File: src/rtl/serial_add3_seq.sv
// Bit-serial adder of three WIDTH-bit unsigned operands, one bit slice per clock, valid/ready on both sides.
// Optional SERIAL_ADD3_OVF_EN adds an ovf output flagging a result wider than WIDTH bits.
module serial_add3_seq #(
  parameter int WIDTH = 4
) (
  input  logic             clk,
  input  logic             rst,
  input  logic             in_valid,
  output logic             in_ready,
  input  logic [WIDTH-1:0] in1,
  input  logic [WIDTH-1:0] in2,
  input  logic [WIDTH-1:0] in3,
  output logic             out_valid,
  input  logic             out_ready,
  output logic [WIDTH+1:0] sum,
  output logic             busy
`ifdef SERIAL_ADD3_OVF_EN
  ,
  output logic             ovf
`endif
);

  localparam int KW = $clog2(WIDTH + 2);
  localparam logic [KW-1:0] K_LAST = KW'(WIDTH + 1);

  typedef enum logic [1:0] {
    S_IDLE,
    S_RUN,
    S_DONE
  } state_t;

  state_t           r_state;
  logic [WIDTH-1:0] r_a;
  logic [WIDTH-1:0] r_b;
  logic [WIDTH-1:0] r_c;
  logic [1:0]       r_carry;
  logic [KW-1:0]    r_k;
  logic [WIDTH:0]   r_acc;
  logic [WIDTH+1:0] r_sum;
  logic             r_in_ready;
  logic             r_out_valid;
  logic             r_busy;
`ifdef SERIAL_ADD3_OVF_EN
  logic             r_ovf;
`endif

  logic [2:0]       w_t;
  logic [WIDTH+1:0] w_result;

  // Operands shift right each slice, so bit 0 is always the current slice and zeros fill k >= WIDTH.
  assign w_t      = {2'b00, r_a[0]} + {2'b00, r_b[0]} + {2'b00, r_c[0]} + {1'b0, r_carry};
  assign w_result = {w_t[0], r_acc};

  always_ff @(posedge clk) begin
    if (rst) begin
      r_state     <= S_IDLE;
      r_a         <= '0;
      r_b         <= '0;
      r_c         <= '0;
      r_carry     <= '0;
      r_k         <= '0;
      r_acc       <= '0;
      r_sum       <= '0;
      r_in_ready  <= 1'b1;
      r_out_valid <= 1'b0;
      r_busy      <= 1'b0;
`ifdef SERIAL_ADD3_OVF_EN
      r_ovf       <= 1'b0;
`endif
    end else begin
      case (r_state)
        S_IDLE: begin
          // in_ready re-asserts one cycle after handoff, so no accept shares the handoff cycle.
          r_in_ready <= 1'b1;
          if (in_valid && r_in_ready) begin
            r_a        <= in1;
            r_b        <= in2;
            r_c        <= in3;
            r_carry    <= '0;
            r_k        <= '0;
            r_acc      <= '0;
            r_in_ready <= 1'b0;
            r_busy     <= 1'b1;
            r_state    <= S_RUN;
          end
        end
        S_RUN: begin
          r_a     <= r_a >> 1;
          r_b     <= r_b >> 1;
          r_c     <= r_c >> 1;
          r_carry <= w_t[2:1];
          r_acc   <= {w_t[0], r_acc[WIDTH:1]};
          r_k     <= r_k + 1'b1;
          if (r_k == K_LAST) begin
            r_sum       <= w_result;
            r_busy      <= 1'b0;
            r_out_valid <= 1'b1;
            r_state     <= S_DONE;
`ifdef SERIAL_ADD3_OVF_EN
            r_ovf       <= |w_result[WIDTH+1:WIDTH];
`endif
          end
        end
        S_DONE: begin
          if (out_ready) begin
            r_out_valid <= 1'b0;
            r_state     <= S_IDLE;
`ifdef SERIAL_ADD3_OVF_EN
            r_ovf       <= 1'b0;
`endif
          end
        end
        default: r_state <= S_IDLE;
      endcase
    end
  end

  assign in_ready  = r_in_ready;
  assign out_valid = r_out_valid;
  assign sum       = r_sum;
  assign busy      = r_busy;
`ifdef SERIAL_ADD3_OVF_EN
  assign ovf       = r_ovf;
`endif

endmodule
File: config.mk
export PLATFORM = sky130hd
export DESIGN_NAME = serial_add3_seq
export DESIGN_NICKNAME = d
export VERILOG_FILES = /design/src/rtl/serial_add3_seq.sv
export SDC_FILE = /design/constraint.sdc
export NUM_CORES = 1
export LEC_CHECK = 0
export CAP_MARGIN = 10
export CORE_MARGIN = 2
export CORE_UTILIZATION = 45
export CTS_CLUSTER_DIAMETER = 40
export DETAILED_ROUTE_END_ITERATION = 12
export GPL_ROUTABILITY_DRIVEN = 0
export PLACE_DENSITY = 0.84
export SYNTH_ARGS = -nofsm -noshare
export SYNTH_HDL_FRONTEND = slang
export SYNTH_SLANG_ARGS = --single-unit
export TNS_END_PERCENT = 10
File: constraint.sdc
create_clock -name clk -period 1.9 [get_ports clk]
set_clock_uncertainty 0.1 [all_clocks]
set_input_delay 0.57 -clock clk [delete_from_list [all_inputs] [get_ports clk]]
set_output_delay 0.57 -clock clk [all_outputs]
set_load 0.02 [all_outputs]
==> flow_summary.ini, run 1 <==
[synthesis]
postSynthAreaPerCell_sq_um = 10.8
ys_seq_area_share_pct = 47.6
syn_area_sq_mm = 0.00139
syn-instance-count = 129
synth_top_area_share_pct = 47.6
synth_cell_types = 29
synth_fp_nets = 150
synth_seq_cells = 33
synth.area.top_cells = dfxtp_1 48%, mux2i_1 11%, a21oi_1 5.8%
ys_warn_count = 0
synth_area_leader_cell = dfxtp_1

[global_route]
antenna_found_initial = 0
grt_pass1_vias = 1036
grt_use_total_pct = 18.1
grt_pass1_wl_mm = 4.75
overflow = 0
grt_max_degree = 24

[clock_tree]
clk_latency_ns = 0.33
path_clk_slew_ns = 0.09
cts_sinks = 33
cts_buffer_depth = 2
cts_buffers = 5
cts_tree = yes
cts_root_buf = clkbuf_4
htreeDepth = 2

[cells_and_area]
register_area_sq_um = 663
fin_cells = 192
nets = 179
synthToLayoutAreaGrowth_pct = 23.8
final_area_sq_mm = 0.00172
num-fill-cells = 252
antenna-diode-count = 0
drive_gt1_share_pct = 15.1
multi_input_area_sq_um = 648

[worst_setup_path]
crit_path_end_kind = register
path_max_fanout = 2
r2r-start = r_carry[0]
crit_type = register to register
r2r-end = r_carry[0]
crit_required_ns = 2.03
cp-start-kind = register
worst_ep_arrival_time_ns = 2.04
worst_r2r_path_depth = 4
r2r_setup_slack_ns = -0.009

[placed_design]
io_buffers = 24
post_dp_cell_area_sq_mm = 0.00166
dpl.hpwl_mm = 2.09
place_inst = 184
place_ws_ns = -0.114

[routing]
drtIter0Drc = 50
drtAntennaViolNets = 0
vias = 1081
drt-wirelength-per-cell_um = 14.7
drt_pre_antenna_iters = 4
avgViaCountPerCell = 5.63
drcViolationCount = 0
wirelength_mm = 2.82

[power]
p_leak_nw = 0.790
vdd_drop_max_uv = 387
total_power_mw = 1.43
power.density_mw_per_mm2 = 832

[sta]
max_slew.worst_pin.slew_ns = 0.343
max_freq_ghz = 0.524
fin_crit_ns = 1.91
setup_tns_ns = -0.00869
setup_viol = 1
grt_setup_unrepaired = true
max-slew-margin-rel_pct = 77.1
final.period_utilization_pct = 100
hold_viol = 0
setup_slack_ns = -0.00869
maxSlewViolCount = 0

[floorplanning]
start_util_pct = 46.3
core_sq_mm = 0.00300
die_area_sq_mm = 0.00355
chipWidth_um = 59.6
rows = 20
die_h_um = 59.6
ios = 25

[worst_hold_path]
min_to = busy
worst_hold_path_type = register to register
hold_depth = 2
holdCritStartpoint = busy

[run_status]
status = finished, violations left
violations = negative setup slack

[flow_run]
drv_cap = 0
-- repair_timing --
item	in CTS	in global routing
pin swaps	0	1
resized for setup	10	2
hold buffers	0	0
setup buffers	0	0
setup endpoints to repair	10	1
-- through the flow --
stage	hold slack (ns)	util (%)
global route	0.396	57.3
finish	0.358	57.3
detailed placement	0.349	55.1
global placement	0.346	55.1
CTS	0.361	57.1
floorplan	0.348	-
-- synthesized netlist by cell type --
library cell	count
clkbuf_1	2
a211oi_1	10
a21oi_1	16
nor3_1	1
inv_2	1
or3_1	1
nand3b_1	1
fa_1	2
nand2_1	2
nor2b_1	1
nand4bb_1	1
dfxtp_1	33
inv_1	1
a21oi_4	1
nand4b_1	1
a21o_1	3
mux2i_1	15
nor2_1	9
nand2b_1	1
buf_6	4
buf_2	3
buf_4	1
a22o_2	1
ha_1	3
a22o_1	9
nand2b_4	1
nor3b_1	1
nor2_2	1
o21ai_0	3
-- critical path, stage by stage, from the launching register on --
cell	delay, ns
dfxtp_2	0.34
fa_1	0.55
ha_2	0.18
fa_1	0.41
a22o_2	0.23
-- worst max path at each step --
stage,to,startpoint,cells past startpoint
floorplan,r_carry[0],r_a[0],4
global placement,r_carry[0],in_valid,4
detailed placement,r_b[2],in_valid,5
CTS,r_carry[0],r_a[0],4
global route,r_carry[0],r_carry[0],4
finish,r_carry[0],r_carry[0],4
-- cell type report --
type	count	share of cell area [%]
clock buffers	7	3.78
inverters	2	0.437
clock inverters	1	0.291
repair buffers	32	16.8
flip-flops and latches	33	38.6
well taps	33	2.40
multi-input cells	84	37.7
-- where the power goes --
| part | internal [mW] | total (mW) | switching [mW] |
|---|---|---|---|
| Combinational | 0.113 | 0.217 | 0.104 |
| Clock | 0.214 | 0.449 | 0.235 |
| Sequential | 0.731 | 0.764 | 0.0323 |
-- cell families (layout without fill, tap and decap cells) --
family	after synthesis	in the layout	synth area share, %
buf+inv	12	42	5.95
simple gates	21	21	8.65
compound gates	43	43	21.4
flops	33	33	47.6
mux	15	15	10.8
fa+ha+maj	5	5	5.59
-- layer usage --
layer | vias to the layer above | global-route usage [%] | wire length, um
met5 | - | 0 | 0
met4 | 0 | 7.62 | 42
met3 | 4 | 5.24 | 141
met2 | 43 | 31.1 | 1420
met1 | 508 | 21.0 | 1210
li1 | 526 | - | -
-- cell usage in the layout, fill, tap and decap left out, types with 2 or more instances in the layout --
cell type and n:
a211oi_1 10, a21o_1 3, a21oi_1 16, a22o_1 9, buf_4 8, clkbuf_4 5, clkbuf_8 2, clkdlybuf4s50_1 15
dfxtp_1 31, dfxtp_2 2, dlygate4sd2_1 9, fa_1 2, ha_1 2, mux2i_1 15, nand2_1 2, nor2_1 9
o21ai_0 3
-- flip-flops by register name, indices dropped and copies added (netlist names) --
signal / count
busy: 1
r_acc: 5
r_b: 4
r_a: 4
r_k: 3
r_state: 2
sum: 6
r_c: 4
out_valid: 1
r_carry: 2
in_ready: 1
(Power assumes the default switching activity.)
==> run 2: changes to the inputs <==
--- a/config.mk
+++ b/config.mk
@@ -5,13 +5,15 @@
 export SDC_FILE = /design/constraint.sdc
 export NUM_CORES = 1
 export LEC_CHECK = 0
-export CAP_MARGIN = 10
+export CAP_MARGIN = 20
 export CORE_MARGIN = 2
 export CORE_UTILIZATION = 45
 export CTS_CLUSTER_DIAMETER = 40
 export DETAILED_ROUTE_END_ITERATION = 12
 export GPL_ROUTABILITY_DRIVEN = 0
 export PLACE_DENSITY = 0.84
+export SETUP_SLACK_MARGIN = 0.15
+export SKIP_CTS_REPAIR_TIMING = 1
 export SYNTH_ARGS = -nofsm -noshare
 export SYNTH_HDL_FRONTEND = slang
 export SYNTH_SLANG_ARGS = --single-unit
==> run 2 against run 1 <==
Against the previous run:
- the run still ends with negative setup slack left
- die area is the same
- sequential share of layout area decreased by 1.1 points
- global-route usage up 0.29 points
- critical path type unchanged
==> flow_summary.ini, run 2 (synthesis gave the netlist of run 1 again) <==
[sta]
final.period_utilization_pct = 102
grt_setup_unrepaired = true
maxSlewViolCount = 0
max_freq_ghz = 0.516
max-slew-margin-rel_pct = 76.7
fin_crit_ns = 1.94
max_slew.worst_pin.slew_ns = 0.349
setup_slack_ns = -0.0382
hold_viol = 0
setup_viol = 1
setup_tns_ns = -0.0382

[clock_tree]
path_clk_slew_ns = 0.10
htreeDepth = 2
cts_tree = yes
cts_sinks = 33
cts_buffers = 5
cts_buffer_depth = 2
clk_latency_ns = 0.34
cts_root_buf = clkbuf_4

[cells_and_area]
layout_common_cells = 31 x dfxtp_1, 16 x a21oi_1, 15 x mux2i_1, 15 x clkdlybuf4s50_1, 10 x a211oi_1
synthToLayoutAreaGrowth_pct = 27.3
layout_commonest_cell = dfxtp_1
largest_register_ffs = 6
final_area_sq_mm = 0.00177
antenna-diode-count = 0
num-fill-cells = 248
nets = 179
drive_gt1_share_pct = 14.5

[routing]
drcViolationCount = 0
wirelength_mm = 2.92
vias = 1085
drt-wirelength-per-cell_um = 15.2
drtIter0Drc = 41
avgViaCountPerCell = 5.65
drtAntennaViolNets = 0
drt_pre_antenna_iters = 4

[global_route]
use_met3_pct = 5.68
use_met2_pct = 29.4
grt_pass1_vias = 1027
overflow = 0
grt_use_total_pct = 18.4
antenna_found_initial = 0
busiest_layer = met2
grt_pass1_wl_mm = 4.74
grt_max_degree = 24
grt_util_met1_pct = 22.0

[floorplanning]
start_util_pct = 46.3
chipWidth_um = 59.6
die_h_um = 59.6
rows = 20
ios = 25
die_area_sq_mm = 0.00355
core_sq_mm = 0.00300

[power]
power.density_mw_per_mm2 = 872
p_leak_nw = 0.906
vdd_drop_max_uv = 383

[worst_setup_path]
crit_type = register to register
worst_ep_arrival_time_ns = 2.08
crit_path_end_kind = register
cp-start-kind = register
crit_required_ns = 2.04
path_max_fanout = 2

[run_status]
status = finished, violations left
violations = negative setup slack

[placed_design]
post_dp_cell_area_sq_mm = 0.00166
dpl.hpwl_mm = 2.10
io_buffers = 24

[worst_hold_path]
worst_hold_path_type = register to register

[flow_run]
drv_cap = 0
run 2: cell type report:
type	instances	area [sq um]	share of cell area [%]
repair buffers	32	323	18.3
well taps	33	41.3	2.34
clock inverters	1	30.0	1.70
clock buffers	7	55.1	3.11
multi-input cells	84	648	36.7
flip-flops and latches	33	663	37.5
inverters	2	7.51	0.425
run 2: per-stage QoR:
step | hold slack [ns] | util, % | cells | power [mW] | setup WS, ns
after floorplan | 0.348 | - | 129 | 0.917 | 0.0827
after global placement | 0.346 | 55.1 | 184 | 0.982 | -0.00728
after detailed placement | 0.347 | 55.1 | 184 | 0.998 | -0.109
after CTS | 0.361 | 58.0 | 192 | 1.55 | -0.165
after global routing | 0.399 | 58.9 | 192 | 1.60 | -0.0649
final | 0.355 | 58.9 | 192 | 1.54 | -0.0382
run 2: per-layer routing:
metal,share of wire (%),wire length (um)
met5,0,0
met4,2.9,86
met3,3.7,108
met1,45,1310
met2,48,1420
run 2: critical path: stages, from the launching register on:
cell and delay [ns]:
dfxtp_2 0.35, fa_1 0.56, ha_2 0.20, fa_1 0.41
a22o_2 0.23
run 2: final timing paths:
check	start	cells past startpoint	endpoint	slack (ns)
hold reg to reg	busy	2	busy	0.35
setup / recovery	r_a[0]	4	r_carry[0]	-0.04
setup reg to reg	r_a[0]	4	r_carry[0]	-0.04
hold / removal	busy	2	busy	0.35
run 2: power breakdown:
group | switching, mW | total (mW) | internal (mW)
Clock | 0.240 | 0.554 | 0.314
Combinational | 0.106 | 0.221 | 0.115
Sequential | 0.0348 | 0.767 | 0.732
